`src/rtl/dmem_arb_pkg.sv`:
```
// dmem_arb_pkg: shared FSM state and master-id types for the data-RAM arbiter.
package dmem_arb_pkg;
  typedef enum logic [1:0] {ARB_IDLE, ARB_WAIT, ARB_RESP} arb_state_t;
  typedef logic mst_id_t;
  localparam mst_id_t MST_CORE = 1'b0;
  localparam mst_id_t MST_DMA  = 1'b1;
endpackage

```
`src/rtl/dmem_rr_pick.sv`:
```
// dmem_rr_pick: 2-way request picker; round-robin, or fixed m0 priority under DMEM_ARB_FIXED_PRIO_EN.
module dmem_rr_pick
  import dmem_arb_pkg::*;
(
  input  logic       clk,
  input  logic       rst_n,
  input  logic [1:0] req,
  input  logic       advance,
  output logic [1:0] gnt,
  output mst_id_t    gnt_id
);
`ifdef DMEM_ARB_FIXED_PRIO_EN
  logic unused;
  assign unused = &{clk, rst_n, advance};
  assign gnt_id = req[0] ? MST_CORE : (req[1] ? MST_DMA : MST_CORE);
`else
  mst_id_t ptr_q, ptr_d;
  always_comb begin
    gnt_id = (req[0] & req[1]) ? ptr_q : (req[1] ? MST_DMA : MST_CORE);
    ptr_d  = (advance & |req) ? ~gnt_id : ptr_q;
  end
  always_ff @(posedge clk) ptr_q <= !rst_n ? MST_CORE : ptr_d;
`endif
  assign gnt = {2{|req}} & (gnt_id ? 2'b10 : 2'b01);
endmodule

```
`src/rtl/dmem_arbiter.sv`:
```
// dmem_arbiter: shares one fixed-latency RAM between core (m0) and DMA (m1); DMEM_ARB_FIXED_PRIO_EN selects fixed priority.
module dmem_arbiter
  import dmem_arb_pkg::*;
#(
  parameter int ADDR_W  = 32,
  parameter int DATA_W  = 32,
  parameter int MEM_LAT = 1
) (
  input  logic                clk,
  input  logic                rst_n,
  input  logic                m0_req_valid,
  input  logic [ADDR_W-1:0]   m0_addr,
  input  logic                m0_we,
  input  logic [DATA_W/8-1:0] m0_wstrb,
  input  logic [DATA_W-1:0]   m0_wdata,
  output logic                m0_req_ready,
  output logic                m0_rsp_valid,
  output logic [DATA_W-1:0]   m0_rdata,
  input  logic                m1_req_valid,
  input  logic [ADDR_W-1:0]   m1_addr,
  input  logic                m1_we,
  input  logic [DATA_W/8-1:0] m1_wstrb,
  input  logic [DATA_W-1:0]   m1_wdata,
  output logic                m1_req_ready,
  output logic                m1_rsp_valid,
  output logic [DATA_W-1:0]   m1_rdata,
  output logic                mem_en,
  output logic                mem_we,
  output logic [DATA_W/8-1:0] mem_wstrb,
  output logic [ADDR_W-1:0]   mem_addr,
  output logic [DATA_W-1:0]   mem_wdata,
  input  logic [DATA_W-1:0]   mem_rdata,
  output logic                busy
);
  localparam int CW = $clog2(MEM_LAT + 1);
  arb_state_t        state_q, state_d;
  logic [CW-1:0]     cnt_q, cnt_d;
  mst_id_t           id_q, id_d, gnt_id;
  logic              we_q, we_d, accept, sel_we, rsp, unused;
  logic [DATA_W-1:0] rdata_q, rdata_d;
  logic [1:0]        gnt;
  assign unused = ^{m0_addr[1:0], m1_addr[1:0]};
  dmem_rr_pick u_pick (
    .clk     (clk),
    .rst_n   (rst_n),
    .req     ({m1_req_valid, m0_req_valid}),
    .advance (accept),
    .gnt     (gnt),
    .gnt_id  (gnt_id)
  );
  always_comb begin
    accept  = (state_q == ARB_IDLE) & (m0_req_valid | m1_req_valid);
    sel_we  = gnt_id ? m1_we : m0_we;
    state_d = state_q;
    cnt_d   = cnt_q;
    id_d    = id_q;
    we_d    = we_q;
    rdata_d = rdata_q;
    if (accept) begin
      state_d = ARB_WAIT;
      cnt_d   = CW'(MEM_LAT - 1);
      id_d    = gnt_id;
      we_d    = sel_we;
    end else if (state_q == ARB_WAIT) begin
      if (cnt_q == '0) begin
        state_d = ARB_RESP;
        rdata_d = we_q ? '0 : mem_rdata;
      end else cnt_d = cnt_q - CW'(1);
    end else if (state_q == ARB_RESP) state_d = ARB_IDLE;
  end
  always_ff @(posedge clk) begin
    if (!rst_n) begin
      state_q <= ARB_IDLE;
      cnt_q   <= '0;
      id_q    <= MST_CORE;
      we_q    <= 1'b0;
      rdata_q <= '0;
    end else begin
      state_q <= state_d;
      cnt_q   <= cnt_d;
      id_q    <= id_d;
      we_q    <= we_d;
      rdata_q <= rdata_d;
    end
  end
  // RAM strobes come straight from the winner in the accept cycle and are zero otherwise
  assign m0_req_ready = accept & gnt[0];
  assign m1_req_ready = accept & gnt[1];
  assign mem_en       = accept;
  assign mem_we       = accept & sel_we;
  assign mem_wstrb    = mem_we ? (gnt_id ? m1_wstrb : m0_wstrb) : '0;
  assign mem_addr     = accept ? {(gnt_id ? m1_addr[ADDR_W-1:2] : m0_addr[ADDR_W-1:2]), 2'b00} : '0;
  assign mem_wdata    = accept ? (gnt_id ? m1_wdata : m0_wdata) : '0;
  assign rsp          = state_q == ARB_RESP;
  assign m0_rsp_valid = rsp & (id_q == MST_CORE);
  assign m1_rsp_valid = rsp & (id_q == MST_DMA);
  assign m0_rdata     = m0_rsp_valid ? rdata_q : '0;
  assign m1_rdata     = m1_rsp_valid ? rdata_q : '0;
  assign busy         = state_q != ARB_IDLE;
endmodule

```
`config.mk`:
```
export PLATFORM = sky130hd
export DESIGN_NAME = dmem_arbiter
export DESIGN_NICKNAME = d
export VERILOG_FILES = /design/src/rtl/dmem_arb_pkg.sv /design/src/rtl/dmem_rr_pick.sv /design/src/rtl/dmem_arbiter.sv
export SDC_FILE = /design/constraint.sdc
export NUM_CORES = 1
export LEC_CHECK = 0
export ABC_AREA = 1
export BUFFER_PORTS_ARGS = -buffer_cell sky130_fd_sc_hd__clkbuf_2
export CAP_MARGIN = 0
export CELL_PAD_IN_SITES_DETAIL_PLACEMENT = 1
export CELL_PAD_IN_SITES_GLOBAL_PLACEMENT = 1
export CORE_MARGIN = 2
export CORE_UTILIZATION = 19
export DETAILED_ROUTE_END_ITERATION = 8
export GPL_TIMING_DRIVEN = 0
export PLACE_DENSITY_LB_ADDON = 0.1
export SLEW_MARGIN = 20
export SYNTH_ARGS = -nofsm -noshare
export SYNTH_HDL_FRONTEND = slang
export SYNTH_HIERARCHICAL = 1
export SYNTH_SLANG_ARGS = --single-unit
export TNS_END_PERCENT = 100
```
`constraint.sdc`:
```
create_clock -name clk -period 1.4 [get_ports clk]
set_clock_uncertainty 0.15 [all_clocks]
set_input_delay 0.28 -clock clk [delete_from_list [all_inputs] [get_ports clk]]
set_output_delay 0.28 -clock clk [all_outputs]
set_load 0.01 [all_outputs]
```
==> flow_summary_export.csv <==
group,metric,value,unit
run_status,outcome,"finished with violations",
run_status,failed_checks,"setup timing",
timing,max_slew.worst_pin.slew,0.771,ns
power,p_leak,0.00416,µW
routing,ant_nets,0,
logic_synthesis,async_flop_share,0,%
clock_tree,clock_latency,0.28,ns
logic_synthesis,yosysUniqueCellTypes,25,
timing,setup_viol,170,
global_routing,grt_max_degree,12,
setup_path,critPathArrivalTime,1.69,ns
floorplan,die_height,135,µm
power,totalPowerFinal,6470,µW
global_routing,grt-ovfl-total,0,
logic_synthesis,synth_commonest_cells,"nand2_1, inv_1, nor2_1, dfxtp_1, a21oi_1",
placed_design,place_ws,-0.531,ns
logic_synthesis,synth.area.top_cells,"nand2_1, dfxtp_1, inv_1",
placed_design,dp_hpwl,13000,µm
logic_synthesis,synthFlopType,"dfxtp_1",
routing,drtIter0Drc,93,
clock_tree,clockRootBuffer,"clkbuf_16",
routing,via_count,5109,
routing,wl_per_cell,15.2,µm
logic_synthesis,synth.yosys.seq_area_share,22.9,%
clock_tree,cts_sinks,37,
routing,wl_met2,10300,µm
global_routing,grt_pass1_wl,26000,µm
logic_synthesis,ys_warn_count,6,
flow_run,cap_violations,0,
placed_design,finalWeightedCongestion,0.744,
setup_path,critPathKind,"reg2out",
power,power.density,813,nW/µm²
global_routing,grt_pass1_vias,5025,
routing,met3_length,1440,µm
setup_path,path_max_fanout,7,
global_routing,antenna_found_initial,0,
timing,min_period_over_period,151,%
timing,rsz0062_at_grt,"true",
logic_synthesis,synth_most_common_cell,"nand2_1",
placed_design,port_buffers,306,
clock_tree,cts_made_buffers,5,
setup_path,end_kind,"output port",
logic_synthesis,synth_edf_count,0,
routing,drc,0,
timing,hold_violations,0,
timing,finalWorstSetupSlack,-0.715,ns
finish,fillers,2101,
timing,max_clock_freq,473,MHz
routing,vias_per_cell,4.17,
logic_synthesis,syn_area_per_cell,5.08,µm²
timing,slew_viol_final,0,
power,ir_drop,0.531,mV
logic_synthesis,netlist_instances,638,
logic_synthesis,syn_area,3240,µm²
floorplan,chipWidth,135,µm
logic_synthesis,synth_area_leader_cell,"nand2_1",
finish,layout-drive-gt1-share,66.0,%
clock_tree,h-tree-depth,2,
routing,topRoutingLayerUsed,"met4",
global_routing,grt_use_total,18.0,%
floorplan,die_area,18100,µm²
clock_tree,cts_tree,"yes",
routing,drt-pass1-iter-count,4,
timing,timing.final.crit_period,2.12,ns
finish,areaGrowthSynthToFinish,146,%
routing,finalWirelength,18600,µm
timing,maxSlewHeadroom,48.6,%
setup_path,crit_path_start_kind,"flip-flop",
floorplan,start_util,19.5,%
min_path,min_path_type,"in2reg",
finish,antenna_cells,0,
floorplan,pin_count,313,
logic_synthesis,synth.top_cell.area_share,37.9,%
setup_path,required,0.97,ns
floorplan,rows,47,
logic_synthesis,ys_seq_elements,37,
floorplan,core_area,16600,µm²
clock_tree,clk_path_buf_depth,2,
routing,wl_met1,6540,µm
finish,fin_nets,1180,
clock_tree,cts.reportedPaths.clkPinSlew,0.06,ns
==> kinds of logic (layout without fill, tap and decap cells) <==
group / count (synthesis) / count (layout) / share of synthesized area [%]
flops: 37 / 37 / 22.9
other cells: 1 / 2 / 0.116
simple gates: 406 / 407 / 47.8
fa+ha+maj: 3 / 3 / 1.16
buf+inv: 147 / 511 / 20.5
compound gates: 44 / 44 / 7.64
==> state kept, by name, indices dropped and copies added (netlist names) <==
signal	cells
rdata_q	32
we_q	1
u_pick/ptr_q	1
id_q	1
state_q	2
==> metal layers <==
layer  track usage [%]  vias to the layer above
li1                  -                     2565
met1              18.4                     2354
met2              35.3                      175
met3              5.71                       15
met4              4.04                        0
met5                 0                        -
==> worst max-delay path: stages, from the launching register on <==
cell       delay, ns
dfxtp_2         0.33
inv_2           0.04
a21boi_2        0.17
buf_6           0.18
inv_8           0.05
buf_12          0.14
clkbuf_16       0.16
nand2_2         0.05
nand2_1         0.05
nand2_1         0.07
inv_2           0.04
buf_6           0.11
==> stage by stage <==
stage / setup TNS, ns / hold slack, ns / area (µm²) / instances / utilization (%)
after global routing: -97.20 / 0.0788 / 7970 / 1224 / 47.9
after floorplan: -11.60 / 0.232 / 3790 / 639 / -
after global placement: -53.93 / 0.304 / 5600 / 1165 / 33.6
after detailed placement: -54.85 / 0.308 / 5600 / 1165 / 33.6
final: -85.93 / 0.0717 / 7970 / 1224 / 47.9
after CTS: -82.42 / 0.0716 / 6580 / 1202 / 39.5
==> final timing paths <==
| check | from | to | slack [ns] | depth (start not counted) |
|---|---|---|---|---|
| max reg2reg | u_pick/ptr_q | we_q | -0.30 | 11 |
| max | u_pick/ptr_q | mem_wdata[26] | -0.72 | 11 |
| min reg2reg | rdata_q[4] | rdata_q[4] | 0.32 | 2 |
| min | mem_rdata[11] | rdata_q[11] | 0.07 | 3 |
==> repair_timing <==
action | CTS | global route
pin swaps | 8 | 53
hold buffers | 0 | 0
setup buffers | 20 | 19
gates cloned | 9 | 10
endpoints found under the setup margin | 170 | 170
resized for setup | 95 | 376
==> layout by cell type, fill, tap and decap left out, types with 3 or more instances in the layout <==
cell / n
clkbuf_2: 195
clkbuf_1: 4
a21oi_4: 4
buf_4: 21
inv_4: 5
buf_2: 13
nor2_4: 64
inv_1: 41
buf_12: 15
nor2_2: 3
dfxtp_1: 33
clkbuf_8: 6
a21oi_1: 9
buf_8: 15
buf_6: 112
clkbuf_16: 17
inv_2: 58
a21oi_2: 26
nand2_2: 65
ha_4: 3
nor2_1: 7
nand2_8: 3
nand2_4: 25
nand2_1: 237
buf_16: 3
==> cell type report <==
cell class / instances / area, µm² / area share [%]
Clock buffer: 7 / 143 / 1.79
Buffer: 37 / 517 / 6.49
Inverter: 108 / 438 / 5.50
Multi-Input combinational cell: 456 / 2870 / 36.1
Clock inverter: 1 / 30.0 / 0.377
Sequential cell: 37 / 751 / 9.43
Timing Repair Buffer: 358 / 2940 / 36.9
Tap cell: 220 / 275 / 3.46
==> where the power goes <==
| part | switching [µW] | internal (µW) |
|---|---|---|
| registers | 93.8 | 1180 |
| clock network | 431 | 890 |
| logic | 2000 | 1880 |
| total | 2530 | 3950 |
Power figures use the tool's default switching activity.
